### src/rtl/obi_ram_arbiter.sv
// Shares one single-port word-wide RAM between an instruction-fetch OBI port and a data OBI
// port. Data has priority, and a saturating streak counter hands the RAM to instruction fetch
// after MAX_DATA_BURST back-to-back data grants. Read data is returned one cycle after grant
// and is steered to the port that was granted. Out-of-window addresses get an error response
// and never touch the RAM.
module obi_ram_arbiter #(
    parameter int unsigned RAM_ADDR_WIDTH = 22,
    parameter int unsigned MAX_DATA_BURST = 4
) (
    input  logic                      clk_i,
    input  logic                      rst_i,
    // instruction port
    input  logic                      instr_req_i,
    output logic                      instr_gnt_o,
    input  logic [31:0]               instr_addr_i,
    output logic                      instr_rvalid_o,
    output logic [31:0]               instr_rdata_o,
    output logic                      instr_err_o,
    // data port
    input  logic                      data_req_i,
    output logic                      data_gnt_o,
    input  logic [31:0]               data_addr_i,
    input  logic                      data_we_i,
    input  logic [3:0]                data_be_i,
    input  logic [31:0]               data_wdata_i,
    output logic                      data_rvalid_o,
    output logic [31:0]               data_rdata_o,
    output logic                      data_err_o,
    // RAM port
    output logic                      ram_en_o,
    output logic                      ram_we_o,
    output logic [3:0]                ram_be_o,
    output logic [RAM_ADDR_WIDTH-3:0] ram_addr_o,
    output logic [31:0]               ram_wdata_o,
    input  logic [31:0]               ram_rdata_i
);

    localparam int unsigned StreakW = $clog2(MAX_DATA_BURST + 1);
    localparam logic [StreakW-1:0] MaxBurst = StreakW'(MAX_DATA_BURST);

    logic [StreakW-1:0] streak_q, streak_d;
    logic               resp_valid_q, resp_valid_d;
    logic               resp_port_q, resp_port_d;  // 0 = instr, 1 = data
    logic               resp_err_q, resp_err_d;

    logic        gnt_instr, gnt_data, gnt_any;
    logic [31:0] win_addr;
    logic        win_in_range;
    logic        resp_live;

    // Grant decision: data first unless instruction fetch has waited out a full burst.
    always_comb begin
        gnt_instr = 1'b0;
        gnt_data  = 1'b0;
        if (!rst_i) begin
            if (data_req_i && (!instr_req_i || streak_q != MaxBurst)) begin
                gnt_data = 1'b1;
            end else if (instr_req_i) begin
                gnt_instr = 1'b1;
            end
        end
    end

    assign gnt_any     = gnt_instr | gnt_data;
    assign instr_gnt_o = gnt_instr;
    assign data_gnt_o  = gnt_data;

    // Winner address and window check; a shift of 32 or more yields 0, so a full-width
    // window is always in range.
    always_comb begin
        win_addr     = gnt_data ? data_addr_i : instr_addr_i;
        win_in_range = (win_addr >> RAM_ADDR_WIDTH) == 32'd0;
    end

    // RAM drive from the granted port; address and write data are zeroed when not enabled.
    always_comb begin
        ram_en_o    = 1'b0;
        ram_we_o    = 1'b0;
        ram_be_o    = 4'h0;
        ram_addr_o  = '0;
        ram_wdata_o = 32'h0;
        if (gnt_any) begin
            ram_we_o = gnt_data & data_we_i;
            ram_be_o = gnt_data ? data_be_i : 4'hF;
            if (win_in_range) begin
                ram_en_o    = 1'b1;
                ram_addr_o  = win_addr[RAM_ADDR_WIDTH-1:2];
                ram_wdata_o = gnt_data ? data_wdata_i : 32'h0;
            end
        end
    end

    // Next state for the streak counter and the one-deep response pipeline.
    always_comb begin
        streak_d = streak_q;
        if (!instr_req_i || gnt_instr) begin
            streak_d = '0;
        end else if (gnt_data && streak_q != MaxBurst) begin
            streak_d = streak_q + 1'b1;
        end
        resp_valid_d = gnt_any;
        resp_port_d  = gnt_data;
        resp_err_d   = gnt_any & ~win_in_range;
    end

    // State registers with synchronous reset.
    always_ff @(posedge clk_i) begin
        if (rst_i) begin
            streak_q     <= '0;
            resp_valid_q <= 1'b0;
            resp_port_q  <= 1'b0;
            resp_err_q   <= 1'b0;
        end else begin
            streak_q     <= streak_d;
            resp_valid_q <= resp_valid_d;
            resp_port_q  <= resp_port_d;
            resp_err_q   <= resp_err_d;
        end
    end

    // A response pending when reset rises is dropped, so gate it with rst_i.
    assign resp_live = resp_valid_q & ~rst_i;

    // Response steering; the idle port holds all response outputs at 0.
    always_comb begin
        instr_rvalid_o = resp_live & ~resp_port_q;
        data_rvalid_o  = resp_live & resp_port_q;
        instr_err_o    = instr_rvalid_o & resp_err_q;
        data_err_o     = data_rvalid_o & resp_err_q;
        instr_rdata_o  = (instr_rvalid_o && !resp_err_q) ? ram_rdata_i : 32'h0;
        data_rdata_o   = (data_rvalid_o && !resp_err_q) ? ram_rdata_i : 32'h0;
    end

endmodule
### config.mk
export PLATFORM = sky130hd
export DESIGN_NAME = obi_ram_arbiter
export DESIGN_NICKNAME = d
export VERILOG_FILES = /design/src/rtl/obi_ram_arbiter.sv
export SDC_FILE = /design/constraint.sdc
export NUM_CORES = 1
export LEC_CHECK = 0
export ABC_AREA = 1
export CAP_MARGIN = 20
export CORE_AREA = 2 2 101 103
export DETAILED_ROUTE_END_ITERATION = 6
export DIE_AREA = 0 0 103 105
export HOLD_SLACK_MARGIN = 0.08
export PLACE_DENSITY_LB_ADDON = 0.12
export SYNTH_ARGS = -nofsm -noshare
export SYNTH_HDL_FRONTEND = slang
export SYNTH_SLANG_ARGS = --single-unit
### constraint.sdc
create_clock -name clk_i -period 3 [get_ports clk_i]
set_input_delay 0.45 -clock clk_i [delete_from_list [all_inputs] [get_ports clk_i]]
set_output_delay 0.45 -clock clk_i [all_outputs]
set_load 0.05 [all_outputs]
---- After elaboration in Yosys (flattened, before gate mapping) ----
Index checks and enable logic that the tools add are counted.
storage, ports and cells
  ROM bits ................................ 0
  bits in registers ....................... 6
  bits in writable memories ............... 0
  logic and storage cells ................. 45
  latch bits .............................. 0
  input port bits ......................... 137
  memories ................................ 0
cells by class
  equality and inequality tests ........... 1
  mux-type cells .......................... 18
  add/sub/neg operators ................... 1
  reduce and logical (&&, ||, !) cells .... 10
  $mul .................................... 0
  shift-type cells ........................ 0
  bitwise logic cells ..................... 11
  $lt $le $gt $ge ......................... 0
  div/mod/pow operators ................... 0
operator list
  cell                 count
  $mux 32              6
  $mux 20              2
  $logic_not 32->1     1
  $mux 1               8
  $mux 4               2
  $and 1x1->1          7
  $logic_and 1x1->1    4
  $add 3x1->3 const B  1
  $ne 3x3->1 const B   1
  $not 1->1            3
  $logic_not 1->1      2
  $logic_or 1x1->1     2
  $reduce_or 2->1      1
  $or 1x1->1           1

---- Logic depth before layout (Yosys ltp) ----
Gate-level depths: netlist of the first run.
  depth after elaboration ................. 9
  depth in mapped cells ................... 10
  mapped depth without buffers ............ 9

---- Worst setup path before layout of the first run ----
No wires, ideal clock.
  path kind ............................... input to output
  start point ............................. input port rst_i
  end point ............................... output port data_rdata_o[10]
  arrival ................................. 2.813 ns
  path buffers ............................ 1
  stages on the path ...................... 4
  slack ................................... -0.263 ns
  path through ............................ nor3_1 -> nand2_1 -> clkbuf_1 -> nor2_1
on the way
  longest elaborated chain between the ends .. 5
RTL lines
  element             RTL line  source
  start: declaration  11        input logic rst_i,
  $not 1->1           122       assign resp_live = resp_valid_q & ~rst_i;
  $and 1x1->1         122
  $and 1x1->1         127       data_rvalid_o = resp_live & resp_port_q;
  $logic_and 1x1->1   131       data_rdata_o = (data_rvalid_o && !resp_err_q) ? ram_rdata_i : 32'h0;
  $mux 32             131
  end: declaration    27        output logic [31:0] data_rdata_o,
No other way between the ends.

---- Final worst setup path of the first run ----
  start point ............................. input port rst_i
  end point ............................... output port ram_addr_o[0]
on the way
  longest elaborated chain between the ends .. 5
  elaborated cells on any way between the ends .. 7
RTL lines
  element           RTL line  source
  $mux 1            55        if (!rst_i) begin
  $mux 32           71        win_addr = gnt_data ? data_addr_i : instr_addr_i;
  $logic_not 32->1  72        win_in_range = (win_addr >> RAM_ADDR_WIDTH) == 32'd0;
  $mux 20           85        if (win_in_range) begin
  $mux 20 (*)       82        if (gnt_any) begin
  end: declaration  33        output logic [RAM_ADDR_WIDTH-3:0] ram_addr_o,
Mark *: on every way between the ends. The rest lies on a longest branch, timed or not.

==> results of run 1 <==
## power groups by stage
stage / sequential (mW) / combinational (mW) / clock (mW)
floorplan: 0.0860 / 0.179 / 0
global placement: 0.0862 / 0.466 / 0
detailed placement: 0.0864 / 0.471 / 0
CTS: 0.0851 / 0.472 / 0.126
global route: 0.0856 / 0.504 / 0.127
finish: 0.0851 / 0.468 / 0.125
## registers in the layout, summed over array words and instances (netlist names)
name	flops
resp_err_q	1
resp_port_q	1
streak_q	3
resp_valid_q	1
## per-layer routing
layer  wire (um)  vias up  share of wire, %  global-route usage (%)
met1        3040     1133                33                    16.2
met2        4830      153                53                    31.4
met5           0        -                 0                       0
met4         251        0               2.7                    4.98
li1            -     1452                 -                       -
met3        1060       17                12                    4.68
## per-stage QoR
step / instances / TNS [ns] / power (mW) / hold WS (ns)
floorplan: 345 / -16.05 / 0.265 / 0.510
global placement: 728 / 0 / 0.552 / 0.527
detailed placement: 728 / 0 / 0.557 / 0.542
CTS: 731 / 0 / 0.683 / 0.550
global route: 731 / 0 / 0.717 / 0.593
finish: 731 / 0 / 0.678 / 0.550
## worst min path at each step
stage	start	to	slack, ns	cells past startpoint
floorplan	streak_q[2]	streak_q[2]	0.51	2
global placement	streak_q[2]	streak_q[2]	0.53	2
detailed placement	streak_q[2]	streak_q[2]	0.54	2
CTS	streak_q[2]	streak_q[2]	0.55	2
global route	streak_q[2]	streak_q[2]	0.59	2
finish	streak_q[2]	streak_q[2]	0.55	2
## layout make-up
class	count	share of cell area [%]
Clock buffer	3	0.737
Inverter	95	6.41
Multi-Input combinational cell	229	18.7
Sequential cell	6	2.14
Tap cell	133	2.97
Timing Repair Buffer	265	69.0
## cell families (layout without fill, tap and decap cells)
logic type / Yosys count / after routing / share of synthesized area [%]
AND/OR/NAND/NOR: 221 / 221 / 61.0
buffers and inverters: 110 / 363 / 27.7
adder cells (fa/ha/maj): 2 / 2 / 1.55
AO/OA/AOI/OAI: 4 / 4 / 1.24
XOR/XNOR: 2 / 2 / 1.08
flip-flops: 6 / 6 / 7.44
## layout by cell type, fill, tap and decap left out, drive strengths merged
cell type	synthesis	final
or2	1	1
dfxtp	6	6
nand3	6	6
and2	1	1
nor4	2	2
clkdlybuf4s50	0	134
ha	2	2
o21ai	1	1
xor2	2	2
nor3	2	2
buf	9	131
nor2	130	130
inv	95	95
clkbuf	6	3
a21oi	3	3
nand2	79	79
## cell usage after synthesis
master	count
nor2_1	111
inv_1	92
nand2_1	75
nor2_2	10
nor2_4	9
buf_2	7
clkbuf_1	6
dfxtp_1	6
a21oi_1	3
nand3_1	3
ha_1	2
inv_2	2
nand2_2	2
nand2_4	2
nand3_2	2
nor3_1	2
nor4_1	2
xor2_1	2
and2_0	1
buf_12	1
buf_6	1
inv_4	1
nand3_4	1
o21ai_0	1
or2_2	1
## critical path, delay by kind of cell
family,cells,cell delay (ns)
buffers and inverters,4,1.02
AND/OR/NAND/NOR,5,0.86
## timing repair
item,CTS,global route
endpoints found under the setup margin,0,1
resized for setup,0,1
hold buffers,0,0
==> impl_metrics.csv, run 1 <==
group,metric,value,unit
status,status,"finished clean",
timing,fin_worst_skew,0.00423,ns
setup_path,critPathKind,"input pin to output port",
setup_path,path_cells,"clkdlybuf4s50_1, inv_2, nand3_4, inv_4, nand2_4, nand2_2, nand2_4, nor2_2, buf_12",
routing,vias,2755,
logic_synthesis,synth_cell_type_count,25,
finish,final_cell_area,5600,um2
power_and_ir_drop,p_clk_share,18.5,%
place,place.port_buffers,260,
clocking,cts_made_buffers,3,
routing,wl,9.19,mm
clocking,clk_pin_slew,0.04,ns
floorplan,core.rowCount,36,
run,drv_cap,0,
setup_path,r2r_setup_slack,1.44,ns
finish,nNetsFinal,739,
timing,hold_viol_final,0,
global_route,grt_first_pass_wirelength,13.9,mm
setup_path,worst_ep_required_time,2.55,ns
setup_path,crit_start,"rst_i",
setup_path,worstReg2RegStart,"streak_q[0]",
clocking,clkSinkCount,6,
routing,drc,0,
setup_path,path_max_fanout,21,
place,dpl_cell_area,5560,um2
finish,multi_input_area,1050,um2
setup_path,cp.arrival,2.35,ns
finish,area_delta_synth_final,247,%
power_and_ir_drop,leakage,2.71,nW
logic_synthesis,synthDominantCellAreaShare,25.8,%
setup_path,worst_r2r_path_depth,7,
global_route,grt.total_usage,16.3,%
power_and_ir_drop,peakVddDrop,97.0,uV
finish,final_core_util,58.1,%
clocking,cts-root-buf,"clkbuf_8",
setup_path,cpMostUsedCell,"nand2_4",
clocking,post_cts_buffers,0,
setup_path,critPathLaunchType,"input pin",
logic_synthesis,yosysSeqAreaShare,7.44,%
logic_synthesis,ys_warn_count,0,
global_route,grt_pass1_vias,2687,
routing,vias_per_cell,3.77,
setup_path,critPathMaxStageDelay,0.50,ns
setup_path,crit_end,"ram_addr_o[0]",
logic_synthesis,syn_area,1620,um2
power_and_ir_drop,power.internal,0.431,mW
power_and_ir_drop,pwr-share-comb,69.0,%
floorplan,io_pins,265,
finish,seqCellArea,120,um2
timing,finalMaxSlewViolations,0,
finish,drive_gt1_share,27.6,%
logic_synthesis,synthTopCellsByArea,"nor2_1 (26%), inv_1 (21%), nand2_1 (17%)",
timing,fin_ws,0.199,ns
global_route,antenna_found_initial,0,
timing,setup_viol,0,
timing,tightest_slew,0.537,ns
logic_synthesis,synth_top_area_cell,"nor2_1",
routing,drtIter0Drc,37,
timing,period_share,93.4,%
routing,wire_per_inst,12.6,um
place,dp_slack,0.0827,ns
logic_synthesis,syn_inst,345,
power_and_ir_drop,p_sw_share,36.4,%
timing,grt_setup_unrepaired,"false",
floorplan,die_width,103,um
finish,nFillCells,891,
timing,finalCriticalPeriod,2.80,ns
power_and_ir_drop,seq_power_share,12.5,%
floorplan,die_h,105,um
logic_synthesis,avgSynthCellArea,4.68,um2
setup_path,critPathCaptureType,"output port",
clocking,cts_tree,"done",
routing,ant_nets,0,
place,globalplace.congestion,0.793,
setup_path,r2r-end,"streak_q[2]",
min_path,hold_class,"register to register",
clocking,clock_latency,0.23,ns
logic_synthesis,synth_nets,484,
power_and_ir_drop,p_sw,0.247,mW
floorplan,core,9640,um2
place,post-dp-hpwl,8.21,mm
power_and_ir_drop,p_per_area,121,nW/um2
setup_path,cp_slowest_cell,"clkdlybuf4s50_1",
global_route,grt_max_degree,33,
finish,diodes,0,
clocking,htree_levels,1,
floorplan,start_util,16.8,%
global_route,gr-total-overflow,0,
clocking,clk_path_buf_depth,2,
timing,max_freq,357,MHz
logic_synthesis,yosys_register_bits,6,
timing,max_slew_margin,64.1,%
floorplan,dieArea,10800,um2
routing,dr.pass1.iters,4,
Note: power is estimated with default switching activity, not from simulation.
==> inputs of run 2 (changes only) <==
RECOVER_POWER = 50   (was default)
==> run 2 against run 1 <==
- register-to-register slack hardly changed
- sequential cell count stayed put
- sequential share of layout area rose by 0.36 points
- critical endpoint unchanged
- total power is 7.7% lower
- clock power is essentially flat
- critical path depth unchanged
- wire length increased by 2.5%
- die area stayed put
- global-route usage stayed put
- count of clock-buffer cells in the layout is the same
- worst setup slack improved by 0.024 ns
==> impl_metrics.csv, run 2 (synthesis results as in run 1) <==
group,metric,value,unit
setup_path,r2r-end,"streak_q[2]",
routing,dr.pass1.iters,4,
finish,final_core_util,49.8,%
global_route,grt_first_pass_wirelength,13.9,mm
setup_path,worst_r2r_path_depth,7,
place,globalplace.congestion,0.793,
floorplan,core,9640,um2
clocking,cts_made_buffers,3,
setup_path,worstReg2RegStart,"streak_q[0]",
timing,max_freq,360,MHz
routing,ant_nets,0,
timing,grt_setup_unrepaired,"false",
timing,tightest_slew,0.678,ns
setup_path,cp.arrival,2.33,ns
global_route,grt.total_usage,16.3,%
finish,nNetsFinal,739,
finish,area_delta_synth_final,197,%
min_path,hold_start,"streak_q[2]",
finish,top_register,"streak_q",
status,status,"finished clean",
timing,finalMaxSlewViolations,0,
finish,mostFrequentLayoutCells,"clkdlybuf4s50_1 (132), nor2_1 (110), inv_1 (92)",
clocking,clk_path_buf_depth,2,
global_route,grt_max_degree,33,
routing,vias_per_cell,3.79,
setup_path,r2r_setup_slack,1.45,ns
setup_path,path_max_fanout,21,
setup_path,critPathKind,"input pin to output port",
timing,fin_worst_skew,0.00423,ns
floorplan,dieArea,10800,um2
clocking,cts-root-buf,"clkbuf_8",
min_path,hold_depth,2,
min_path,hold_class,"register to register",
run,drv_cap,0,
timing,setup_viol,0,
place,post-dp-hpwl,8.21,mm
routing,vias,2767,
timing,period_share,92.6,%
clocking,clk_pin_slew,0.04,ns
setup_path,critPathCaptureType,"output port",
finish,diodes,0,
global_route,grt_pass1_vias,2687,
floorplan,die_width,103,um
finish,final_common_cell,"clkdlybuf4s50_1",
routing,drtIter0Drc,34,
finish,final_cell_area,4800,um2
timing,setup_tns,0,ns
routing,drc,0,
global_route,antenna_found_initial,0,
global_route,gr-total-overflow,0,
timing,hold_viol_final,0,
clocking,ctsHoldBuffers,0,
clocking,clkSinkCount,6,
place,place.port_buffers,260,
timing,finalCriticalPeriod,2.78,ns
power_and_ir_drop,peakVddDrop,94.9,uV
min_path,min_to,"streak_q[2]",
floorplan,core.rowCount,36,
floorplan,start_util,16.8,%
power_and_ir_drop,finalPower,0.626,mW
power_and_ir_drop,p_per_area,130,nW/um2
setup_path,worst_ep_required_time,2.55,ns
timing,max_slew_margin,55.0,%
clocking,cts_tree,"done",
clocking,post_cts_buffers,0,
finish,largest_reg_flops,3,
clocking,htree_levels,1,
finish,drive_gt1_share,25.4,%
floorplan,io_pins,265,
place,dpl_cell_area,5560,um2
power_and_ir_drop,leakage,2.48,nW
setup_path,critPathLaunchType,"input pin",
routing,wire_per_inst,12.9,um
clocking,clock_latency,0.23,ns
floorplan,die_h,105,um
routing,wl,9.42,mm
finish,nFillCells,989,
[run 2: layout make-up]
cell class                 count  area, um2  share of cell area (%)
timing repair buffer         265       3070                    63.9
tap                          133        166                    3.47
sequential                     6        120                    2.50
inverter                      95        359                    7.48
multi-input combinational    229       1040                    21.8
clock buffer                   3       41.3                   0.860
[run 2: worst max-delay path, cell delays in order]
cell and delay (ns):
clkdlybuf4s50_1 0.50, inv_2 0.13, nand3_4 0.19, inv_4 0.22
nand2_4 0.07, nand2_2 0.10, nand2_4 0.26, nor2_2 0.24
buf_12 0.16
[run 2: metrics by stage]
step	hold WS [ns]	cells	setup WS, ns
6_report	0.550	731	0.223
5_1_grt	0.593	731	0.0525
4_1_cts	0.550	731	0.0895
3_5_place_dp	0.542	728	0.0827
3_3_place_gp	0.527	728	0.143
2_1_floorplan	0.510	345	-0.263
[run 2: worst max-delay path by stage]
| stage | slack [ns] | startpoint | depth (start not counted) | end |
|---|---|---|---|---|
| 6_report | 0.22 | rst_i | 9 | ram_addr_o[0] |
| 5_1_grt | 0.05 | rst_i | 6 | instr_rdata_o[31] |
| 4_1_cts | 0.09 | rst_i | 9 | ram_addr_o[19] |
| 3_5_place_dp | 0.08 | rst_i | 9 | ram_addr_o[19] |
| 3_3_place_gp | 0.14 | rst_i | 9 | ram_addr_o[19] |
| 2_1_floorplan | -0.26 | rst_i | 4 | data_rdata_o[10] |
[run 2: where the power goes]
| group | leakage (nW) | switching (mW) | internal, mW | total, mW |
|---|---|---|---|---|
| clock network | 0.0216 | 0.0390 | 0.0866 | 0.126 |
| registers | 0.0494 | 0.00137 | 0.0837 | 0.0851 |
| logic | 2.41 | 0.199 | 0.216 | 0.416 |
[run 2: timing repair]
action                                  4_1_cts  5_1_grt
hold endpoints to repair                      0        0
resized for setup                             0        1
endpoints found under the setup margin        0        1
[run 2: per-layer routing]
metal,wire length (um),track usage (%)
met3,1110,4.68
met4,202,4.98
met1,3250,16.2
met2,4860,31.4
met5,0,0
